[config.mk]
export PLATFORM = sky130hd
export DESIGN_NAME = axi_uart_fifo_bridge
export DESIGN_NICKNAME = d
export VERILOG_FILES = /design/src/rtl/axi_uart_fifo_bridge.sv
export SDC_FILE = /design/constraint.sdc
export NUM_CORES = 1
export LEC_CHECK = 0
export ABC_AREA = 1
export CAP_MARGIN = 20
export CORE_MARGIN = 5
export CORE_UTILIZATION = 38
export DETAILED_ROUTE_END_ITERATION = 16
export PLACE_DENSITY = 0.73
export SYNTH_ARGS = -nofsm -noshare
export SYNTH_HDL_FRONTEND = slang
export SYNTH_SLANG_ARGS = --single-unit
[constraint.sdc]
create_clock -name s_axi_aclk -period 2.2 [get_ports s_axi_aclk]
set_input_delay 0.55 -clock s_axi_aclk [delete_from_list [all_inputs] [get_ports s_axi_aclk]]
set_output_delay 0.55 -clock s_axi_aclk [all_outputs]
set_load 0.01 [all_outputs]
[src/rtl/axi_uart_fifo_bridge.sv]
// AXI4 single-beat slave bridging the PS to the Camera Link UART and CC lines.
// TX/RX bytes are buffered in FIFOs; a paced engine feeds the UART transmitter.
module axi_uart_fifo_bridge #(
   parameter int AXI_ADDR_WIDTH = 6,
   parameter int AXI_DATA_WIDTH = 128,
   parameter int AXI_ID_WIDTH   = 16,
   parameter int TX_DEPTH       = 16,
   parameter int RX_DEPTH       = 16,
   parameter int CC_WIDTH       = 4
) (
   input  logic                      s_axi_aclk,
   input  logic                      s_axi_aresetn,
   input  logic [AXI_ADDR_WIDTH-1:0] s_axi_awaddr,
   input  logic [AXI_ID_WIDTH-1:0]   s_axi_awid,
   input  logic                      s_axi_awvalid,
   output logic                      s_axi_awready,
   input  logic [AXI_DATA_WIDTH-1:0] s_axi_wdata,
   input  logic                      s_axi_wvalid,
   output logic                      s_axi_wready,
   output logic                      s_axi_bvalid,
   input  logic                      s_axi_bready,
   output logic [1:0]                s_axi_bresp,
   output logic [AXI_ID_WIDTH-1:0]   s_axi_bid,
   input  logic [AXI_ADDR_WIDTH-1:0] s_axi_araddr,
   input  logic [AXI_ID_WIDTH-1:0]   s_axi_arid,
   input  logic                      s_axi_arvalid,
   output logic                      s_axi_arready,
   output logic [AXI_DATA_WIDTH-1:0] s_axi_rdata,
   output logic                      s_axi_rvalid,
   input  logic                      s_axi_rready,
   output logic [1:0]                s_axi_rresp,
   output logic                      s_axi_rlast,
   output logic [AXI_ID_WIDTH-1:0]   s_axi_rid,
   output logic                      tx_start,
   output logic [7:0]                tx_data,
   input  logic                      tx_busy,
   input  logic                      rx_ready,
   input  logic [7:0]                rx_data,
   output logic [CC_WIDTH-1:0]       cc
);

   localparam int TXA = $clog2(TX_DEPTH);
   localparam int RXA = $clog2(RX_DEPTH);
   localparam logic [1:0] OKAY   = 2'b00;
   localparam logic [1:0] SLVERR = 2'b10;

   typedef enum logic [1:0] {W_IDLE, W_DATA, W_RESP} w_state_t;
   typedef enum logic {R_IDLE, R_RESP} r_state_t;
   typedef enum logic [1:0] {T_IDLE, T_ISSUE, T_GUARD, T_WAIT} t_state_t;

   w_state_t w_state;
   r_state_t r_state;
   t_state_t t_state;

   logic [7:0]   tx_mem [TX_DEPTH];
   logic [7:0]   rx_mem [RX_DEPTH];
   logic [TXA-1:0] tx_wp, tx_rp;
   logic [RXA-1:0] rx_wp, rx_rp;
   logic [TXA:0] tx_cnt;
   logic [RXA:0] rx_cnt;
   logic tx_full, tx_empty, rx_full, rx_empty;
   logic tx_ovf, rx_ovf;
   logic [5:0] aw_addr_q;
   logic w_fire, ar_fire;
   logic wa_tx, wa_cc, wa_sts;
   logic tx_push, tx_pop, rx_push, rx_pop;
   logic [31:0] status, rd_word;
   logic rd_err;
   logic unused_bits;

   assign unused_bits = ^s_axi_wdata[AXI_DATA_WIDTH-1:8];

   assign tx_full  = tx_cnt == (TXA+1)'(TX_DEPTH);
   assign tx_empty = tx_cnt == '0;
   assign rx_full  = rx_cnt == (RXA+1)'(RX_DEPTH);
   assign rx_empty = rx_cnt == '0;

   assign w_fire  = s_axi_wready & s_axi_wvalid;
   assign ar_fire = s_axi_arready & s_axi_arvalid;
   assign wa_tx   = aw_addr_q == 6'h00;
   assign wa_cc   = aw_addr_q == 6'h04;
   assign wa_sts  = aw_addr_q == 6'h08;

   // a full FIFO still accepts a push when the head leaves in the same cycle
   assign tx_pop  = t_state == T_ISSUE;
   assign tx_push = w_fire & wa_tx & (~tx_full | tx_pop);
   assign rx_pop  = ar_fire & (s_axi_araddr[5:0] == 6'h00) & ~rx_empty;
   assign rx_push = rx_ready & (~rx_full | rx_pop);

   assign status = {8'h00, 8'(rx_cnt), 8'(tx_cnt), 2'b00,
                    rx_ovf, tx_ovf, rx_full, rx_empty, tx_full, tx_empty};

   always_comb begin
      rd_word = '0;
      rd_err  = 1'b0;
      unique case (1'b1)
         (s_axi_araddr[5:0] == 6'h00):
            rd_word = rx_empty ? '0 : {23'h0, 1'b1, rx_mem[rx_rp]};
         (s_axi_araddr[5:0] == 6'h08):
            rd_word = status;
         default:
            rd_err = 1'b1;
      endcase
   end

   always_ff @(posedge s_axi_aclk) begin
      if (tx_push) tx_mem[tx_wp] <= s_axi_wdata[7:0];
      if (rx_push) rx_mem[rx_wp] <= rx_data;
   end

   always_ff @(posedge s_axi_aclk or negedge s_axi_aresetn) begin
      if (!s_axi_aresetn) begin
         tx_wp  <= '0;
         tx_rp  <= '0;
         tx_cnt <= '0;
         rx_wp  <= '0;
         rx_rp  <= '0;
         rx_cnt <= '0;
         tx_ovf <= 1'b0;
         rx_ovf <= 1'b0;
         cc     <= '0;
      end else begin
         if (tx_push) tx_wp <= tx_wp + 1'b1;
         if (tx_pop)  tx_rp <= tx_rp + 1'b1;
         if (tx_push & ~tx_pop) tx_cnt <= tx_cnt + 1'b1;
         else if (~tx_push & tx_pop) tx_cnt <= tx_cnt - 1'b1;
         if (rx_push) rx_wp <= rx_wp + 1'b1;
         if (rx_pop)  rx_rp <= rx_rp + 1'b1;
         if (rx_push & ~rx_pop) rx_cnt <= rx_cnt + 1'b1;
         else if (~rx_push & rx_pop) rx_cnt <= rx_cnt - 1'b1;
         if (w_fire & wa_tx & ~tx_push) tx_ovf <= 1'b1;
         else if (w_fire & wa_sts & s_axi_wdata[0]) tx_ovf <= 1'b0;
         if (rx_ready & ~rx_push) rx_ovf <= 1'b1;
         else if (w_fire & wa_sts & s_axi_wdata[1]) rx_ovf <= 1'b0;
         if (w_fire & wa_cc) cc <= s_axi_wdata[CC_WIDTH-1:0];
      end
   end

   always_ff @(posedge s_axi_aclk or negedge s_axi_aresetn) begin
      if (!s_axi_aresetn) begin
         w_state       <= W_IDLE;
         s_axi_awready <= 1'b0;
         s_axi_wready  <= 1'b0;
         s_axi_bvalid  <= 1'b0;
         s_axi_bresp   <= OKAY;
         s_axi_bid     <= '0;
         aw_addr_q     <= '0;
      end else begin
         unique case (w_state)
            W_IDLE: begin
               if (s_axi_awready & s_axi_awvalid) begin
                  aw_addr_q     <= s_axi_awaddr[5:0];
                  s_axi_bid     <= s_axi_awid;
                  s_axi_awready <= 1'b0;
                  s_axi_wready  <= 1'b1;
                  w_state       <= W_DATA;
               end else begin
                  s_axi_awready <= 1'b1;
               end
            end
            W_DATA: begin
               if (w_fire) begin
                  s_axi_wready <= 1'b0;
                  s_axi_bvalid <= 1'b1;
                  s_axi_bresp  <= ((wa_tx & ~tx_push) |
                                   ~(wa_tx | wa_cc | wa_sts)) ? SLVERR : OKAY;
                  w_state      <= W_RESP;
               end
            end
            W_RESP: begin
               if (s_axi_bready) begin
                  s_axi_bvalid  <= 1'b0;
                  s_axi_awready <= 1'b1;
                  w_state       <= W_IDLE;
               end
            end
            default: w_state <= W_IDLE;
         endcase
      end
   end

   always_ff @(posedge s_axi_aclk or negedge s_axi_aresetn) begin
      if (!s_axi_aresetn) begin
         r_state       <= R_IDLE;
         s_axi_arready <= 1'b0;
         s_axi_rvalid  <= 1'b0;
         s_axi_rlast   <= 1'b0;
         s_axi_rdata   <= '0;
         s_axi_rresp   <= OKAY;
         s_axi_rid     <= '0;
      end else begin
         unique case (r_state)
            R_IDLE: begin
               if (ar_fire) begin
                  s_axi_arready <= 1'b0;
                  s_axi_rvalid  <= 1'b1;
                  s_axi_rlast   <= 1'b1;
                  s_axi_rdata   <= AXI_DATA_WIDTH'(rd_word);
                  s_axi_rresp   <= rd_err ? SLVERR : OKAY;
                  s_axi_rid     <= s_axi_arid;
                  r_state       <= R_RESP;
               end else begin
                  s_axi_arready <= 1'b1;
               end
            end
            R_RESP: begin
               if (s_axi_rready) begin
                  s_axi_rvalid  <= 1'b0;
                  s_axi_rlast   <= 1'b0;
                  s_axi_arready <= 1'b1;
                  r_state       <= R_IDLE;
               end
            end
            default: r_state <= R_IDLE;
         endcase
      end
   end

   // tx_busy may lag tx_start by a cycle, hence the guard state
   always_ff @(posedge s_axi_aclk or negedge s_axi_aresetn) begin
      if (!s_axi_aresetn) begin
         t_state  <= T_IDLE;
         tx_start <= 1'b0;
         tx_data  <= '0;
      end else begin
         tx_start <= 1'b0;
         unique case (t_state)
            T_IDLE: begin
               if (!tx_empty && !tx_busy) begin
                  tx_start <= 1'b1;
                  tx_data  <= tx_mem[tx_rp];
                  t_state  <= T_ISSUE;
               end
            end
            T_ISSUE: t_state <= T_GUARD;
            T_GUARD: t_state <= T_WAIT;
            T_WAIT: if (!tx_busy) t_state <= T_IDLE;
            default: t_state <= T_IDLE;
         endcase
      end
   end

endmodule

**Word-level counts from Yosys, hierarchy flattened**

Memory sizes are Yosys's and may differ from the RTL's. A register that Yosys moved wholly into a read port is not among the register bits.
Cells that the tools add are included.

- Equal/unequal tests: 17
- Mux-type cells: 43
- Add/sub/neg operators: 8
- Bitwise gates (word level): 33
- Reduce and logical (&&, ||, !) cells: 28

Operator list:

| cell | count |
|---|---|
| 21-bit case mux with 2 select lines | 1 |
| 1-bit two-way mux | 22 |
| 5-bit two-way mux | 4 |
| 1-bit AND | 19 |
| 4-bit by 1-bit adder with 4-bit output (second input constant) | 4 |
| 2-bit two-way mux | 7 |
| 2-bit inequality test (second input constant) | 7 |
| 2-bit AND reduction | 7 |
| 2-bit nonzero test | 7 |
| 6-bit by 4-bit equality test with 1-bit output (second input constant) | 2 |
| 6-bit zero test | 2 |
| 1-bit case mux with 2 select lines | 6 |
| 5-bit by 1-bit adder with 5-bit output (second input constant) | 2 |
| 5-bit equality test (second input constant) | 2 |
| 5-bit zero test | 2 |
| 5-bit by 1-bit subtractor with 5-bit output (second input constant) | 2 |
| 9-bit two-way mux | 1 |
| 1-bit NOT | 9 |
| 3-bit AND reduction | 3 |
| 2-bit case mux with 4 select lines | 1 |
| 2-bit equality test (second input constant) | 3 |
| 6-bit by 3-bit equality test with 1-bit output (second input constant) | 1 |
| 2-bit case mux with 3 select lines | 1 |
| 1-bit OR | 5 |
| 5 further kinds | 9 |

- Flip-flop bits (word level): 117
- Input port bits: 189
- Word-level logic and storage cells: 155
- Output and inout bits: 183
- Memories kept: 2
- RAM bits: 256

Memory list:

| memory | depth | width | read ports | clocked after memory_dff | wr ports | RTL line | RTL |
|---|---|---|---|---|---|---|---|
| rx_mem | 16 | 8 | 1 | 0 | 1 | 56 | `logic [7:0] rx_mem [RX_DEPTH];` |
| tx_mem | 16 | 8 | 1 | 1 | 1 | 55 | `logic [7:0] tx_mem [TX_DEPTH];` |

**Logic depth before layout (Yosys ltp)**

- Depth in word-level cells: 9
- Gate-level depth with buffers: 18
- Mapped depth without buffers: 18

**Least setup slack after synthesis**

Ideal clock, no wire load.

- Path kind: input port to flip-flop
- Start point: in s_axi_araddr[1]
- End point: reg rx_cnt[3]
- Setup slack: -0.289 ns
- Stages: 17
- Data arrival time: 2.411 ns
- Library setup time: 0.077 ns
- Path buffers: 0
- Data required time: 2.123 ns
- Cell sequence: nor2_2 > nand4_4 > nor2_8 > nand2_4 > nand2_2 > nand2_4 > inv_1 > ha_1 > inv_1 > ha_1 > nand2_1 > inv_1 > o21ai_0 > nand2_1 > o21ai_0 > a21oi_1 > a21oi_1

- Longest elaborated chain between the ends: 8

Ends and longest elaborated chain:

| element | RTL line | RTL |
|---|---|---|
| from (decl) | 24 | `input logic [AXI_ADDR_WIDTH-1:0] s_axi_araddr,` |
| 6-bit zero test * | 87 | `assign rx_pop = ar_fire & (s_axi_araddr[5:0] == 6'h00) & ~rx_empty;` |
| 1-bit AND * (2 in series) | 87 |  |
| 1-bit OR * | 88 | `assign rx_push = rx_ready & (~rx_full \| rx_pop);` |
| 1-bit AND * | 88 |  |
| via rx_push | 66 | `logic tx_push, tx_pop, rx_push, rx_pop;` |
| 1-bit NOT | 130 | `else if (~rx_push & rx_pop) rx_cnt <= rx_cnt - 1'b1;` |
| 1-bit AND | 130 |  |
| 2-bit nonzero test (no line) | n/a |  |
| to (signal assigned) | 129 | `if (rx_push & ~rx_pop) rx_cnt <= rx_cnt + 1'b1;` |
| to (signal assigned) | 130 |  |
| to (decl) | 60 | `logic [RXA:0] rx_cnt;` |

The timed path passes the listed nets; every way through them passes the cells marked *.
A chain may end at the register's enable or synchronous reset.

**Worst setup path after layout**

- Start point: reg aw_addr_q[1]
- End point: reg tx_cnt[4]

- Longest elaborated chain between the ends: 6

Ends and longest elaborated chain:

| element | RTL line | RTL |
|---|---|---|
| from (decl) | 63 | `logic [5:0] aw_addr_q;` |
| from (signal assigned) | 152 | `aw_addr_q <= s_axi_awaddr[5:0];` |
| 6-bit zero test * | 80 | `assign wa_tx = aw_addr_q == 6'h00;` |
| 1-bit AND * (2 in series) | 86 | `assign tx_push = w_fire & wa_tx & (~tx_full \| tx_pop);` |
| via tx_push | 66 |  |
| 1-bit NOT | 126 | `else if (~tx_push & tx_pop) tx_cnt <= tx_cnt - 1'b1;` |
| 1-bit AND | 126 |  |
| 2-bit nonzero test (no line) | n/a |  |
| to (signal assigned) | 125 | `if (tx_push & ~tx_pop) tx_cnt <= tx_cnt + 1'b1;` |
| to (signal assigned) | 126 |  |
| to (decl) | 59 | `logic [TXA:0] tx_cnt;` |

Marks and branches as above.

==> flow_summary.yaml <==
placed_design:
  dp_hpwl_um: 25500
  gp_congestion: 0.823
  dp_cells: 2206
  io_buffers: 139
global_routing:
  overflow: 0
  grt_pass1_wl_um: 59600
  grt_pass1_vias: 11200
  track_usage: 0.156
  grt_max_degree: 68
  antenna_found_initial: 0
timing:
  grt_setup_unrepaired: "yes"
  maxSlewViolCount: 0
  setup_violations: 1
  maxSlewHeadroom: 0.536
  fin_crit_sh: 1.01
  clock_skew_ns: 0.0120
  timing.final.crit_period_ns: 2.23
  fmaxAchievable_mhz: 448
  timing.final.ws_setup_ns: -0.0321
  tightest_slew_ns: 0.694
  hold_viol: 0
min_path:
  hold_class: "register to register"
  hold_end: "s_axi_rid[7]"
  hold_path_depth: 2
  min_from: "s_axi_rid[7]"
pwr:
  ir_worst_vdd_v: 0.000647
  total_leakage_power_nw: 8.00
  p_total_mw: 23.7
  powerDensity_mw_per_mm2: 1200
yosys:
  yosysTopAreaCellShare: 0.479
  netlist_top_cells_area: "edfxtp_1 (48%), dfrtp_1 (17%), nand2_1 (7.6%)"
  seq_area_frac_synth: 0.649
  synth_cell_type_count: 37
  yosys_warnings: 0
  netlist_instances: 1484
  synth_area_per_cell_um2: 10.8
  synth.largest_area_cell: "edfxtp_1"
  ys_ff_latch: 365
  syn_area_mm2: 0.0160
route:
  dr_wl_met2_um: 19100
  top_layer: "met4"
  vias_per_cell: 4.86
  ant_nets: 0
  wl_met3_um: 2620
  vias: 11200
  first_pass_iters: 5
  wl_um: 37600
  wl_met1_um: 15200
  post_drt_wl_per_cell_um: 16.4
  post-route-drc-count: 0
  drtIter0Drc: 905
clock_tree:
  clk_latency_ns: 0.52
  cts_tree: "done"
  clk_pin_slew_ns: 0.06
  cts_sinks: 365
  htreeDepth: 2
  cts_buffers: 37
  clock_tree.root_cell: "clkbuf_16"
  cts_buffer_depth: 3
layout:
  final_common_cell: "nand2_1"
  layout_common_cells: "nand2_1 (317), edfxtp_1 (256), nor2_1 (155), clkdlybuf4s50_1 (134), nand3_1 (119)"
  fillCellCount: 3743
  finalNonFillerCells: 2292
  antenna_cells: 0
  areaGrowthSynthToFinish_pct: 22.8
  layout-drive-gt1-share: 0.135
  final_core_util: 0.471
  layout.nets: 1940
floorplanning:
  start_util: 0.383
  core_mm2: 0.0419
  dieArea_mm2: 0.0464
  die_w_um: 215
  ios: 372
  row_count: 75
  die_h_um: 215
setup_path:
  worstPathMaxFanout: 4
  worst_r2r_path_depth: 16
  r2r_start: "aw_addr_q[1]"
  crit_chain: "nor2_2, nand2_2, nor2_2, nand2_1, inv_2, nand2_2, inv_2, ha_4, inv_6, fa_2, nand2_2, nand2_2, a21oi_2, xor2_1, nand2_1, o21ai_1"
  max_stage_delay_ns: 0.38
  crit_required_ns: 2.65
  worst_path_most_repeated_cell: "nand2_2"
  worst_ep_arrival_time_ns: 2.68
  path_buf_inv: 3
  crit_slowest_cell: "dfrtp_1"
  rr_endpoint: "tx_cnt[4]"
  regToRegSetupSlack_ns: -0.03
  critPathCaptureType: "register"
  path_delay_family: "simple AND/OR/NAND/NOR gates"
  start_kind: "register"
  crit_type: "register to register"
run:
  maxCapViolations: 0
outcome:
  violations: "setup timing"
  status: "finished with violations"
==> registers in the layout, indices dropped and copies added (netlist names), 2 cells and up <==
| name | flops |
|---|---|
| tx_wp | 4 |
| s_axi_bid | 16 |
| t_state | 2 |
| s_axi_rdata | 18 |
| w_state | 2 |
| tx_mem | 128 |
| rx_mem | 128 |
| tx_rp | 4 |
| aw_addr_q | 6 |
| rx_cnt | 5 |
| rx_rp | 4 |
| s_axi_rid | 16 |
| tx_data | 8 |
| cc | 4 |
| tx_cnt | 5 |
| rx_wp | 4 |
==> cell families after synthesis <==
kind of cell | count (synthesis) | share of synthesized area
AO/OA/AOI/OAI | 179 | 0.0621
adder cells (fa/ha/maj) | 25 | 0.0204
XOR/XNOR | 18 | 0.00983
other | 1 | 0.000234
flip-flops | 365 | 0.649
multiplexers | 2 | 0.00140
buffers and inverters | 255 | 0.0902
AND/OR/NAND/NOR | 639 | 0.167
==> metrics by stage <==
| step | instance area, um2 | worst slack, ns | hold WS, ns | setup TNS (ns) |
|---|---|---|---|---|
| 2_1_floorplan | 16600 | -0.120 | 0.254 | -5.02 |
| 3_3_place_gp | 18400 | -0.597 | 0.456 | -55.38 |
| 3_5_place_dp | 18400 | -0.621 | 0.462 | -64.53 |
| 4_1_cts | 19600 | 0.000296 | 0.475 | 0 |
| 5_1_grt | 19700 | -0.212 | 0.507 | -0.591 |
| 6_report | 19700 | -0.0321 | 0.468 | -0.0321 |
==> repair_timing <==
item	in CTS	in global routing
pin swaps	12	22
hold buffers	1	0
endpoints found under the hold margin	32	0
gates resized for setup	15	18
buffers inserted	7	12
setup endpoints to repair	4	4
==> tightest hold or removal path, delay by kind of cell, from the launching register on <==
| kind | cells | cell delay [ns] |
|---|---|---|
| flops | 1 | 0.34 |
| simple gates | 2 | 0.10 |
==> worst max-delay path by stage <==
stage,startpoint,end,slack (ns),depth (start not counted)
finish,aw_addr_q[1],tx_cnt[4],-0.03,16
global route,aw_addr_q[1],tx_cnt[4],-0.21,16
CTS,rx_cnt[2],rx_cnt[4],0.0003,17
detailed placement,s_axi_araddr[0],rx_cnt[3],-0.62,18
global placement,s_axi_araddr[0],rx_cnt[3],-0.60,18
floorplan,s_axi_araddr[1],rx_cnt[3],-0.12,17
==> cell type report <==
cell class / instances / area (um2) / area share
clock buffer: 51 / 988 / 0.0501
clock inverter: 15 / 91.3 / 0.00463
inverter: 82 / 320 / 0.0163
multi-input combinational: 975 / 4780 / 0.243
sequential: 365 / 10400 / 0.529
tap: 539 / 674 / 0.0342
timing repair buffer: 265 / 2440 / 0.124
==> power by group <==
| group | internal, mW | total (mW) | switching [mW] |
|---|---|---|---|
| Sequential | 8.49 | 9.28 | 0.785 |
| Combinational | 3.62 | 8.75 | 5.13 |
| Clock | 3.17 | 5.69 | 2.53 |
| Total | 15.3 | 23.7 | 8.44 |
==> synthesized netlist by cell type, drive strengths merged <==
library cell    n
nand3         120
nor3           17
nand4           6
clkinv          4
buf           148
a21oi          25
nand2b          1
ha             23
nor2          166
xnor2           3
and3            1
o211ai         38
nand2         328
xor2           15
mux2            2
a31oi           1
inv            78
dfrtp         109
edfxtp        256
conb            1
fa              2
o31ai           1
clkbuf         25
o21ai         112
o22ai           2
==> metal layers <==
metal | track usage | vias up
met5 | 0 | -
met1 | 0.202 | 5425
met2 | 0.273 | 385
li1 | - | 5270
met4 | 0.0350 | 0
met3 | 0.0297 | 70
(Power assumes the default switching activity.)
==> patch 1: new RTL, config.mk and constraints unchanged <==
Change the parameter `TX_DEPTH` from 16 to 32.
--- a/src/rtl/axi_uart_fifo_bridge.sv
+++ b/src/rtl/axi_uart_fifo_bridge.sv
@@ -5,5 +5,5 @@
    parameter int AXI_DATA_WIDTH = 128,
    parameter int AXI_ID_WIDTH   = 16,
-   parameter int TX_DEPTH       = 16,
+   parameter int TX_DEPTH       = 32,
    parameter int RX_DEPTH       = 16,
    parameter int CC_WIDTH       = 4
Function: no difference found for any inputs over 4 cycles, from zero or initial values and one cycle with s_axi_aresetn low; that may be too few to reach the edited logic, so the function may still have changed.
==> patch 1 against the unedited design <==
- the flow still finishes with violations (setup timing)
- routed wire length rose by 37%
- synthesized area rose by 35%
- combinational power rose by 29%
- utilization barely moved
- design area rose by 35%
- power rose by 36%
- first-iteration DRC count rose by 40%
- setup slack got worse by 60 ps
- sequential cell count rose by 132
- non-clock buffer count rose by 39
- clock skew rose by 7.5 ps
- largest power group unchanged
- highest routed layer unchanged
==> patch 1: results <==
{
  "met1_usage_pct": 20.8,
  "synth.area.top_cells": "edfxtp_1 53%, dfrtp_1 13%, nand2_1 10%",
  "postLayoutSetupSlackWorst_ps": -92.5,
  "drive_gt1_share_pct": 13.8,
  "cts_setup_buffers": 9,
  "grtUsageMet3_pct": 3.94,
  "wl_met1_um": 21000,
  "pg_clk_mw": 8.95,
  "ys_seq_area_share_pct": 66.4,
  "cts_resized": 17,
  "cp_max_fo": 3,
  "fin_nets": 2528,
  "dp_hpwl_um": 33600,
  "use_met2_pct": 26.3,
  "outcome": "finished with violations",
  "finalSetupTns_ps": -216,
  "arrival_ps": 2840,
  "synth_compound_area_share_pct": 3.85,
  "gr-usage-all-layers_pct": 15.9,
  "crit_slowest_cell": "clkdlybuf4s50_1",
  "synthCells": 2043,
  "dr.first_iter.drc_count": 1267,
  "max-vdd-ir-drop_uv": 741,
  "wirelength_um": 51600,
  "skew_ps": 19.4,
  "gp_congestion": 0.830,
  "violations": "setup timing",
  "switching_share_pct": 35.3,
  "rows": 87,
  "placed_cells": 2992,
  "synthXorXnorAreaFrac_pct": 0.729,
  "top_regs": "tx_mem: 256 flops, rx_mem: 128 flops, s_axi_rdata: 19 flops",
  "r2r-start": "rx_cnt[1]",
  "dr_total_vias": 15000,
  "synth.distinct_cells": 39,
  "startpoint": "s_axi_araddr[4]",
  "wl_met3_um": 4540,
  "relSlewSlack_pct": 51.2,
  "critPathMaxStageDelay_ps": 400,
  "finalSetupViolCount": 3,
  "postSynth.asyncResetShare_pct": 22.7,
  "p_seq_share_pct": 37.1,
  "insertion_delay_ps": 620,
  "synthAdderAreaFrac_pct": 1.57
}
patch 1: area by class of cell:
cell class,instances,area (um^2)
Multi-Input combinational cell,1358,6350
Timing Repair Buffer,304,2770
Fill cell,5051,29800
Clock inverter,27,364
Sequential cell,497,14400
Inverter,100,388
Tap cell,756,946
Clock buffer,69,1390
patch 1: per-stage QoR:
stage / hold WS, ps / utilization [%] / setup WS [ps] / instance area [um^2]
after floorplan: 254 / - / -206 / 22200
after global placement: 458 / 43.4 / -723 / 24500
after detailed placement: 457 / 43.4 / -869 / 24500
after CTS: 436 / 46.8 / -118 / 26400
after global routing: 464 / 47.1 / -217 / 26600
final: 448 / 47.1 / -92.5 / 26600
patch 1: cell families after synthesis:
family / count (synthesis)
muxes: 2
AOI/OAI and AO/OA: 158
adders and majority gates: 26
buffers and inverters: 298
xor gates and xnor gates: 18
DFF: 497
other: 1
and+or+nand+nor: 1043
==> patch 2: new RTL, same settings <==
Without the edit above. Compare `tx_cnt` against `(TXA+1)'(TX_DEPTH)` with >= in place of ==.
--- a/src/rtl/axi_uart_fifo_bridge.sv
+++ b/src/rtl/axi_uart_fifo_bridge.sv
@@ -71,5 +71,5 @@
    assign unused_bits = ^s_axi_wdata[AXI_DATA_WIDTH-1:8];
 
-   assign tx_full  = tx_cnt == (TXA+1)'(TX_DEPTH);
+   assign tx_full  = tx_cnt >= (TXA+1)'(TX_DEPTH);
    assign tx_empty = tx_cnt == '0;
    assign rx_full  = rx_cnt == (RXA+1)'(RX_DEPTH);
Formal check against the unedited RTL: same outputs for any inputs over 4 cycles, from zero or initial values and one cycle with s_axi_aresetn low; that may be too few to reach the edited logic, so the function may still have changed.
==> patch 2 against the unedited design <==
- the flow still finishes with violations (setup timing)
- synthesized area barely moved
- setup slack got worse by 21 ps
- die area is essentially flat
- routed wire length shrank 1.9%
- design area shrank 0.36%
- sequential cell count is the same
- global-route usage is 0.32 points lower
- power rose by 0.16%
- cell count down 0.57%
- largest cell class unchanged
==> patch 2: results <==
{
  "outcome": "finished with violations",
  "violations": "setup timing",
  "worstMarginPinSlew_ps": 618,
  "cp_max_fo": 3,
  "dp_hpwl_um": 25000,
  "cellLeakagePower_nw": 7.97,
  "max-vdd-ir-drop_uv": 902,
  "timing.hold.ws_ps": 3.69,
  "synth.distinct_cells": 40,
  "hold_path.class": "input port to async pin",
  "post-place-ws_ps": -686,
  "ys_seq_area_share_pct": 64.9,
  "nFillCells": 3716,
  "skew_ps": 15.5,
  "dr.first_iter.drc_count": 873,
  "gp_congestion": 0.837,
  "p_switching_mw": 8.30,
  "wirelength_um": 36900,
  "dr_total_vias": 11000,
  "fin_nets": 1927,
  "place_area_mm2": 0.0183,
  "postLayoutSetupSlackWorst_ps": -53.1,
  "finalSetupViolCount": 1,
  "gr-usage-all-layers_pct": 15.3,
  "placed_cells": 2198,
  "synth_common_cells": "326 x nand2_1, 256 x edfxtp_1, 158 x nor2_1",
  "antenna_found_initial": 1
}
patch 2: cell count changes after synthesis, sizes merged, moves of 2 or more:
cell	before	now
o21ai	112	109
nand2	328	330
a21oi	25	21
nor2	166	164
inv	78	76
nor3	17	23
nand4	6	3
patch 2: per-stage QoR:
stage	setup TNS, ps	total power [mW]
3_3_place_gp	-41140	17.1
2_1_floorplan	-13940	14.3
6_report	-53.1	23.8
4_1_cts	-50.3	23.9
3_5_place_dp	-49340	17.4
5_1_grt	-627	25.3
patch 2: metal layers:
metal  part of all wire [%]  global-route usage (%)
met5                  0.019                       0
met4                    1.7                    3.78
met3                    7.8                    3.48
met2                     50                    26.5
met1                     41                    19.5
patch 2: final timing paths:
path                       depth (start not counted)              to          start
min in group s_axi_aclk                            2    s_axi_rid[2]   s_axi_rid[2]
max in group asynchronous                          2  s_axi_rdata[7]  s_axi_aresetn
min                                                2  s_axi_rdata[9]  s_axi_aresetn
max                                               17       rx_cnt[4]      rx_cnt[1]
min reg2reg                                        2    s_axi_rid[2]   s_axi_rid[2]
max reg2reg                                       17       rx_cnt[4]      rx_cnt[1]
patch 2: area by class of cell:
class	instances	area share (%)
clock buffer	51	5.46
timing repair buffer	253	11.7
multi-input combinational	973	24.1
tap	539	3.43
sequential	365	53.0
inverter	81	1.62
clock inverter	17	0.586
patch 2: what timing repair did:
action,in CTS,in global routing
setup buffers,11,5
gates resized for setup,21,14
endpoints found under the setup margin,4,5
pin swaps,20,18
cloned,0,0
patch 2: cell families (layout without fill, tap and decap cells):
kind of cell / after synthesis / count (layout) / share of synthesized area [%]
other: 1 / 112 / 0.0234
and+or+nand+nor: 642 / 642 / 16.8
DFF: 365 / 365 / 64.9
AOI/OAI and AO/OA: 174 / 174 / 6.09
muxes: 2 / 2 / 0.140
adders and majority gates: 25 / 25 / 2.04
xor gates and xnor gates: 18 / 18 / 0.982
buffers and inverters: 254 / 402 / 9.04
patch 2: critical path: stages, from the launching register on:
cell and delay, ps:
dfrtp_1 390, nor2_2 120, nand3_2 110, nor2_4 210, nor2_8 50, nand2_4 70, nand2_4 50, nand2_4 80
inv_4 40, ha_4 170, fa_2 330, inv_2 80, nand2_4 50, nand2_2 60, a21oi_2 50, xor2_1 140
nand2_1 70, o21ai_1 60
patch 2: power by group through the flow:
stage | Sequential (mW) | Clock (mW) | Combinational [mW]
2_1_floorplan | 9.41 | 0 | 4.85
3_3_place_gp | 9.24 | 0 | 7.91
3_5_place_dp | 9.29 | 0 | 8.15
4_1_cts | 9.19 | 6.27 | 8.42
5_1_grt | 9.32 | 6.57 | 9.41
6_report | 9.19 | 6.12 | 8.45
